## config.mk

```make
export PLATFORM = sky130hd
export DESIGN_NAME = pool_buffer
export DESIGN_NICKNAME = d
export VERILOG_FILES = /design/src/rtl/cnn_pkg.sv /design/src/rtl/pool_buffer_ram.sv /design/src/rtl/pool_buffer.sv
export SDC_FILE = /design/constraint.sdc
export NUM_CORES = 2
export LEC_CHECK = 0
export CELL_PAD_IN_SITES_DETAIL_PLACEMENT = 1
export CELL_PAD_IN_SITES_GLOBAL_PLACEMENT = 2
export CORE_UTILIZATION = 30
export CTS_CLUSTER_DIAMETER = 200
export CTS_CLUSTER_SIZE = 12
export DETAILED_ROUTE_END_ITERATION = 10
export PLACE_DENSITY = 0.64
export SYNTH_ARGS = -nofsm -noshare
export SYNTH_HDL_FRONTEND = slang
export SYNTH_SLANG_ARGS = --single-unit
export TNS_END_PERCENT = 20
```

## constraint.sdc

```tcl
create_clock -name clk -period 16.3 [get_ports clk]
set_input_delay 3.26 -clock clk [delete_from_list [all_inputs] [get_ports clk]]
set_output_delay 3.26 -clock clk [all_outputs]
set_load 0.05 [all_outputs]
```

## src/rtl/cnn_pkg.sv

```systemverilog
// Shared types for the CNN datapath: pooling mode selector and sample type.
package cnn_pkg;

    // Pooling reduction applied across one window of samples.
    typedef enum logic {
        POOL_MAX = 1'b0,
        POOL_AVG = 1'b1
    } pool_mode_e;

    // Default datapath sample width and the matching signed sample type.
    localparam int SAMPLE_DW = 18;

    typedef logic signed [SAMPLE_DW-1:0] sample_t;

endpackage

```

## src/rtl/pool_buffer_ram.sv

```systemverilog
// Simple dual-port storage array: synchronous write, asynchronous read.
// The asynchronous read gives the first-word-fall-through head in the
// same cycle the read pointer moves.
module pool_buffer_ram #(
    parameter int W     = 72,
    parameter int DEPTH = 32,
    parameter int AW    = $clog2(DEPTH)
) (
    input  logic          clk,
    input  logic          we,
    input  logic [AW-1:0] waddr,
    input  logic [W-1:0]  wdata,
    input  logic [AW-1:0] raddr,
    output logic [W-1:0]  rdata
);

    logic [W-1:0] mem [DEPTH];

    // Write port: store one reduced vector per accepted beat.
    always_ff @(posedge clk) begin
        if (we) begin
            mem[waddr] <= wdata;
        end
    end

    assign rdata = mem[raddr];

endmodule

```

## src/rtl/pool_buffer.sv

```systemverilog
// Pooling-and-buffer stage: reduces a POOL_N-sample window per channel
// (max or floor-average, optional ReLU) and queues the CH-wide result in a
// circular buffer drained through a first-word-fall-through pop port.
module pool_buffer
    import cnn_pkg::*;
#(
    parameter int         DW     = 18,
    parameter int         CH     = 4,
    parameter int         POOL_N = 4,
    parameter int         DEPTH  = 32,
    parameter pool_mode_e MODE   = POOL_MAX,
    parameter int         RELU   = 0
) (
    input  logic                               clk,
    input  logic                               rst,
    input  logic                               clr,
    input  logic                               wr_vld,
    input  logic [CH-1:0][POOL_N-1:0][DW-1:0]  din,
    output logic                               wr_rdy,
    input  logic                               rd_inc,
    output logic                               rd_vld,
    output logic [CH-1:0][DW-1:0]              dout,
    output logic                               full,
    output logic                               empty,
    output logic [$clog2(DEPTH):0]             count,
    output logic                               ovf,
    output logic                               udf
);

    localparam int LOG_N = $clog2(POOL_N);
    localparam int AW    = $clog2(DEPTH);
    localparam int CW    = AW + 1;
    localparam int SW    = DW + LOG_N;

    // ------------------------------------------------------------------
    // Per-channel reduction (purely combinational on din)
    // ------------------------------------------------------------------
    logic [CH-1:0][DW-1:0] pooled;

    genvar gi, gl, gk;
    for (gi = 0; gi < CH; gi++) begin : g_ch
        logic signed [DW-1:0] reduced;

        if (MODE == POOL_MAX) begin : g_max
            // Balanced tree: level gl holds POOL_N>>gl partial maxima.
            for (gl = 0; gl <= LOG_N; gl++) begin : g_lvl
                logic signed [DW-1:0] vals [POOL_N>>gl];
                for (gk = 0; gk < (POOL_N >> gl); gk++) begin : g_node
                    if (gl == 0) begin : g_leaf
                        assign vals[gk] = din[gi][gk];
                    end else begin : g_cmp
                        assign vals[gk] = (g_lvl[gl-1].vals[2*gk] >= g_lvl[gl-1].vals[2*gk+1])
                                        ? g_lvl[gl-1].vals[2*gk]
                                        : g_lvl[gl-1].vals[2*gk+1];
                    end
                end
            end
            assign reduced = g_lvl[LOG_N].vals[0];
        end else begin : g_avg
            logic signed [SW-1:0] sum;
            logic signed [SW-1:0] shifted;

            // Sign-extended sum of the window; wide enough that it never overflows.
            always_comb begin
                sum = '0;
                for (int k = 0; k < POOL_N; k++) begin
                    sum = sum + SW'($signed(din[gi][k]));
                end
            end

            // Arithmetic shift floors toward minus infinity; the mean of DW-bit
            // values always fits back into DW bits.
            assign shifted = sum >>> LOG_N;
            assign reduced = shifted[DW-1:0];
        end

        assign pooled[gi] = ((RELU != 0) && (reduced < 0)) ? '0 : reduced;
    end

    // ------------------------------------------------------------------
    // Pointers, occupancy and sticky flags
    // ------------------------------------------------------------------
    logic [AW-1:0] wr_ptr_reg, wr_ptr_next;
    logic [AW-1:0] rd_ptr_reg, rd_ptr_next;
    logic [CW-1:0] count_reg, count_next;
    logic          ovf_reg, ovf_next;
    logic          udf_reg, udf_next;
    logic          wr_fire;
    logic          rd_fire;

    // Status is decoded from the registered count only, so a same-cycle pop
    // never opens room for a write.
    assign full   = (count_reg == CW'(DEPTH));
    assign empty  = (count_reg == '0);
    assign wr_rdy = !full;
    assign rd_vld = !empty;
    assign count  = count_reg;
    assign ovf    = ovf_reg;
    assign udf    = udf_reg;

    // A frame clear discards every request in its cycle.
    assign wr_fire = wr_vld && !full  && !clr;
    assign rd_fire = rd_inc && !empty && !clr;

    // Next-state: advance pointers on accepted traffic, track occupancy, latch refusals.
    always_comb begin
        wr_ptr_next = wr_ptr_reg;
        rd_ptr_next = rd_ptr_reg;
        count_next  = count_reg;
        ovf_next    = ovf_reg;
        udf_next    = udf_reg;

        if (clr) begin
            wr_ptr_next = '0;
            rd_ptr_next = '0;
            count_next  = '0;
            ovf_next    = 1'b0;
            udf_next    = 1'b0;
        end else begin
            if (wr_fire) begin
                wr_ptr_next = wr_ptr_reg + 1'b1;
            end
            if (rd_fire) begin
                rd_ptr_next = rd_ptr_reg + 1'b1;
            end
            case ({wr_fire, rd_fire})
                2'b10:   count_next = count_reg + 1'b1;
                2'b01:   count_next = count_reg - 1'b1;
                default: count_next = count_reg;
            endcase
            if (wr_vld && full) begin
                ovf_next = 1'b1;
            end
            if (rd_inc && empty) begin
                udf_next = 1'b1;
            end
        end
    end

    // State registers with synchronous reset.
    always_ff @(posedge clk) begin
        if (rst) begin
            wr_ptr_reg <= '0;
            rd_ptr_reg <= '0;
            count_reg  <= '0;
            ovf_reg    <= 1'b0;
            udf_reg    <= 1'b0;
        end else begin
            wr_ptr_reg <= wr_ptr_next;
            rd_ptr_reg <= rd_ptr_next;
            count_reg  <= count_next;
            ovf_reg    <= ovf_next;
            udf_reg    <= udf_next;
        end
    end

    // ------------------------------------------------------------------
    // Storage
    // ------------------------------------------------------------------
    logic [CH*DW-1:0] ram_rdata;

    pool_buffer_ram #(
        .W     (CH*DW),
        .DEPTH (DEPTH),
        .AW    (AW)
    ) u_ram (
        .clk   (clk),
        .we    (wr_fire && !rst),
        .waddr (wr_ptr_reg),
        .wdata (pooled),
        .raddr (rd_ptr_reg),
        .rdata (ram_rdata)
    );

    assign dout = ram_rdata;

endmodule
```

== Yosys cells after proc, flatten, opt, wreduce, memory -nomap -nowiden ==
Memory sizes are Yosys's and may differ from the RTL's. A register that Yosys moved wholly into a read port is not among the register bits.
Cells that the tools add are included.
Widths: inputs -> output; s select.
Cells by class
  equality and inequality tests: 3
  magnitude comparators: 12
  reductions and logical operators: 14
  $add $sub $neg: 4
  mux-type cells: 17
Operator list (number)
  $ge 18x18->1: 12
  $mux 18: 12
  $pmux 6 s2: 1
  $add 5x1->5 const B: 2
  $mux 5: 2
  $logic_and 1x1->1: 7
  $add 6x1->6 const B: 1
  $eq 6x6->1 const B: 1
  $logic_not 6->1: 1
  $sub 6x1->6 const B: 1
  $logic_not 1->1: 4
  $eq 2x1->1 const B: 1
  $eq 2x2->1 const B: 1
  $mux 1: 2
  $reduce_bool 2->1: 1
  $reduce_or 2->1: 1
Word-level totals
  memories kept: 1
  memory bits (writable): 2304
  register bits: 18
  logic and storage cells: 56
  input bits: 293
Memories
  u_ram.mem: depth 32, bits a word 72, read ports 1, clocked after memory_dff 1, wr ports 1, line pool_buffer_ram.sv:17  | logic [W-1:0] mem [DEPTH];

== Depth between registers and ports, before layout ==
  depth after elaboration: 7
  depth in mapped cells: 25

== Cells and area by module ==
From an unflattened synthesis, not the netlist that was laid out.
Second synthesis, totals
  cell total of the unflattened synthesis: 5390
  area total of the unflattened synthesis: 96715.3 um^2
Modules (own cells, without submodules)
  pool_buffer_ram: cells an instance 4136, sequential area each 69186.4 um^2, times used 1, area each 87674.1 um^2
  pool_buffer: cells an instance 1254, sequential area each 360.3 um^2, times used 1, area each 9041.2 um^2

== Worst setup path before layout ==
No wires, ideal clock.
  kind: input -> register
  from: input port din[107] (netlist bit)
  to: memory u_ram.mem[0][32], data pin
  setup slack: 7.296 ns
  buffers on the path: 3
  cell stages on the path: 23
  arrival: 8.619 ns
  path through: inv_1 ha_1 nand4_1 nor4_1 a221oi_1 a31o_2 a21oi_1 buf_2 mux2i_1 inv_1 ha_1 nand4_1 or3_1 nor2_1 o21ai_0 nand2_1 o21ai_0 a211oi_1 o21ai_0 o211a_1 buf_4 buf_6 mux2i_1
RTL lines
  start, declared: line pool_buffer.sv:18  | input logic [CH-1:0][POOL_N-1:0][DW-1:0] din,
  end, declared: line pool_buffer_ram.sv:17

==> results.yml <==
critical_path:
  critPathMaxFanout: 33
  setup.worst_path.class: "in2reg"
  startpoint_type: "input pin"
  cp.required_ns: 16.81
  crit_arrival_ns: 11.76
  endpoint_kind: "flop"
route:
  vias: 47986
  viasPerCell: 5.17
  wirelength_mm: 277
  drtAntennaViolNets: 0
  remaining_drc_errors: 0
  wl_per_cell_microns: 29.9
  drt-initial-drc-count: 4305
  drt_pass1_iterations: 5
power:
  p_per_area_nw_per_um2: 119
  cellLeakagePower_nw: 34.8
  irDropWorstVdd_mv: 0.114
place:
  hpwl_mm: 156
  io_buffer_count: 376
  place_congestion: 0.772
  place_area_sq_um: 106000
logic_synthesis:
  syn_inst: 4525
  synth_area_sq_um: 96100
  synth-seq-cells: 2327
  synth-edff-count: 2304
  synthFlopType: "edfxtp_1"
  ys_types: 65
  yosys_warnings: 0
  async_reset_ff_share_pct: 0
  synth_area_per_cell_sq_um: 21.2
  seq_area_frac_synth_pct: 72.4
  syn_nets: 5041
finish:
  syn_to_final_growth_pct: 16.6
  fin_nets: 5588
  drive_gt1_share_pct: 26.1
  largest_reg_flops: 2304
  final_area_sq_um: 112000
clock_tree:
  cts_buffers: 212
  cts_buffer_depth: 3
  tritoncts_num_sinks: 2327
  cts_resized: 0
  cts_hold_buf: 0
  cts_setup_buffers: 0
  cts_root_buf: "clkbuf_16"
  insertion_delay_ns: 0.89
  tritoncts: "built"
  clk_pin_slew_ns: 0.07
  htreeDepth: 4
global_route:
  antenna_found_initial: 9
  grt_usage_pct: 17.0
  grt_max_degree: 155
  grt_pass1_vias: 51232
  grt_pass1_wl_mm: 388
  overflow: 0
sta:
  finalCriticalPeriod_ns: 11.25
  fmax_mhz: 88.9
  rsz0062_at_grt: "false"
  period_share_pct: 69.0
  tightestPinTransition_ns: 1.29
  fin_setup_tns_ns: 0
  hold_viol_final: 0
  finClkSkew_ns: 0.0880
  relSlewSlack_pct: 13.7
  slew_viol_final: 0
  setup_violations: 0
floorplanning:
  fp.coreArea_sq_um: 318000
  dieArea_sq_um: 323000
  die_h_microns: 568
  io_pins: 377
  start_util_pct: 30.2
  rows: 207
  die_x_microns: 568
outcome:
  status: "completed"
min_path:
  hold_path_class: "reg2reg"
flow_run:
  maxCapViolCount: 0
-- logic make-up (layout without fill, tap and decap cells) --
group | after synthesis | after routing | synth area share [%]
compound gates | 293 | 293 | 1.90
mux | 955 | 955 | 19.4
fa+ha+maj | 224 | 224 | 2.92
buf+inv | 424 | 991 | 1.73
flops | 2327 | 2327 | 72.4
simple gates | 284 | 284 | 1.41
xor+xnor | 18 | 18 | 0.164
other cells | 0 | 8 | 0
-- cells in the final DEF (no fill, tap or decap), types with 12 or more instances in the layout --
cell type           n
ha_1              222
clkbuf_16         212
xor2_1             12
dfxtp_1            18
o21ai_0            33
nand3_1            14
buf_4             150
a21oi_1           126
nor2_1             81
mux2i_2            51
mux2_2             90
mux2i_1            87
nand4_1            53
inv_1             221
nand2_1            52
mux4_2            720
a31oi_2            13
a21o_1             53
clkdlybuf4s50_1   376
nor2_4             32
edfxtp_1         2304
a211oi_1           13
-- report_power, final --
group	switching, W	internal [W]
logic	0.00115	0.000471
registers	0.00000518	0.00729
clock network	0.00212	0.00231
-- routing by layer --
layer / wire, microns / part of all wire (%) / track usage (%)
met1: 118000 / 42 / 22.6
met2: 140000 / 50 / 29.0
met3: 12900 / 4.7 / 2.26
met4: 7230 / 2.6 / 4.69
met5: 0 / 0 / 0
-- per-stage QoR --
step | util [%] | setup slack (ns) | power (W) | std cells | hold WS, ns
finish | 35.2 | 5.05 | 0.0133 | 9280 | 0.491
global route | 35.2 | 4.76 | 0.0138 | 9276 | 0.519
CTS | 35.2 | 4.60 | 0.0135 | 9272 | 0.491
detailed placement | 33.4 | 3.69 | 0.00908 | 9038 | 0.466
global placement | 33.4 | 3.90 | 0.00899 | 9038 | 0.453
floorplan | - | 7.30 | 0.00829 | 4525 | 0.468
-- cell usage after synthesis, types with 7 or more instances --
cell type	instances	area share, %
clkbuf_1	123	0.48
buf_4	8	0.062
mux4_2	720	17
o21ai_0	36	0.19
buf_1	63	0.25
dfxtp_1	23	0.48
nand2_1	53	0.21
mux2_2	89	1.0
mux2i_1	145	1.5
ha_1	222	2.9
nand2b_1	10	0.065
inv_1	221	0.86
a21oi_1	127	0.66
nand3_1	14	0.073
o211ai_1	7	0.055
edfxtp_1	2304	72
xor2_1	12	0.11
a21o_1	53	0.41
a211oi_1	13	0.10
nor2_1	113	0.44
a31oi_1	20	0.13
nand4_1	53	0.34
-- worst paths after layout --
kind / from / to / slack [ns] / depth (start not counted)
worst max-delay path: din[209] / u_ram.mem[7][50] / 5.05 / 22
worst min-delay path: udf / udf / 0.49 / 2
worst max register to register: count[1] / u_ram.mem[18][41] / 11.45 / 9
worst min register to register: udf / udf / 0.49 / 2
-- cell type report --
type	count	area [sq um]
inverters	221	830
repair buffers	536	5090
flip-flops and latches	2327	69700
fillers	31007	206000
clock inverters	17	377
multi-input cells	1774	25500
diodes	8	20.0
well taps	4180	5230
clock buffers	217	5320
-- worst max-delay path, stage by stage --
cell             delay [ns]
clkdlybuf4s50_1        0.50
inv_1                  0.07
ha_1                   0.30
nand4_1                0.73
nor4_1                 0.70
a221oi_1               0.22
o21ai_0                0.14
xor2_1                 0.20
nand2_2                0.51
a21oi_1                0.52
ha_1                   0.61
nand4_1                0.59
nor2_1                 0.32
o211ai_1               0.12
and3_1                 0.18
o21ai_0                0.19
a2111oi_0              0.13
a2111o_1               0.41
o31a_1                 0.15
mux2i_4                0.59
buf_4                  0.43
mux2i_4                0.85
Note: power is estimated with default switching activity, not from simulation.
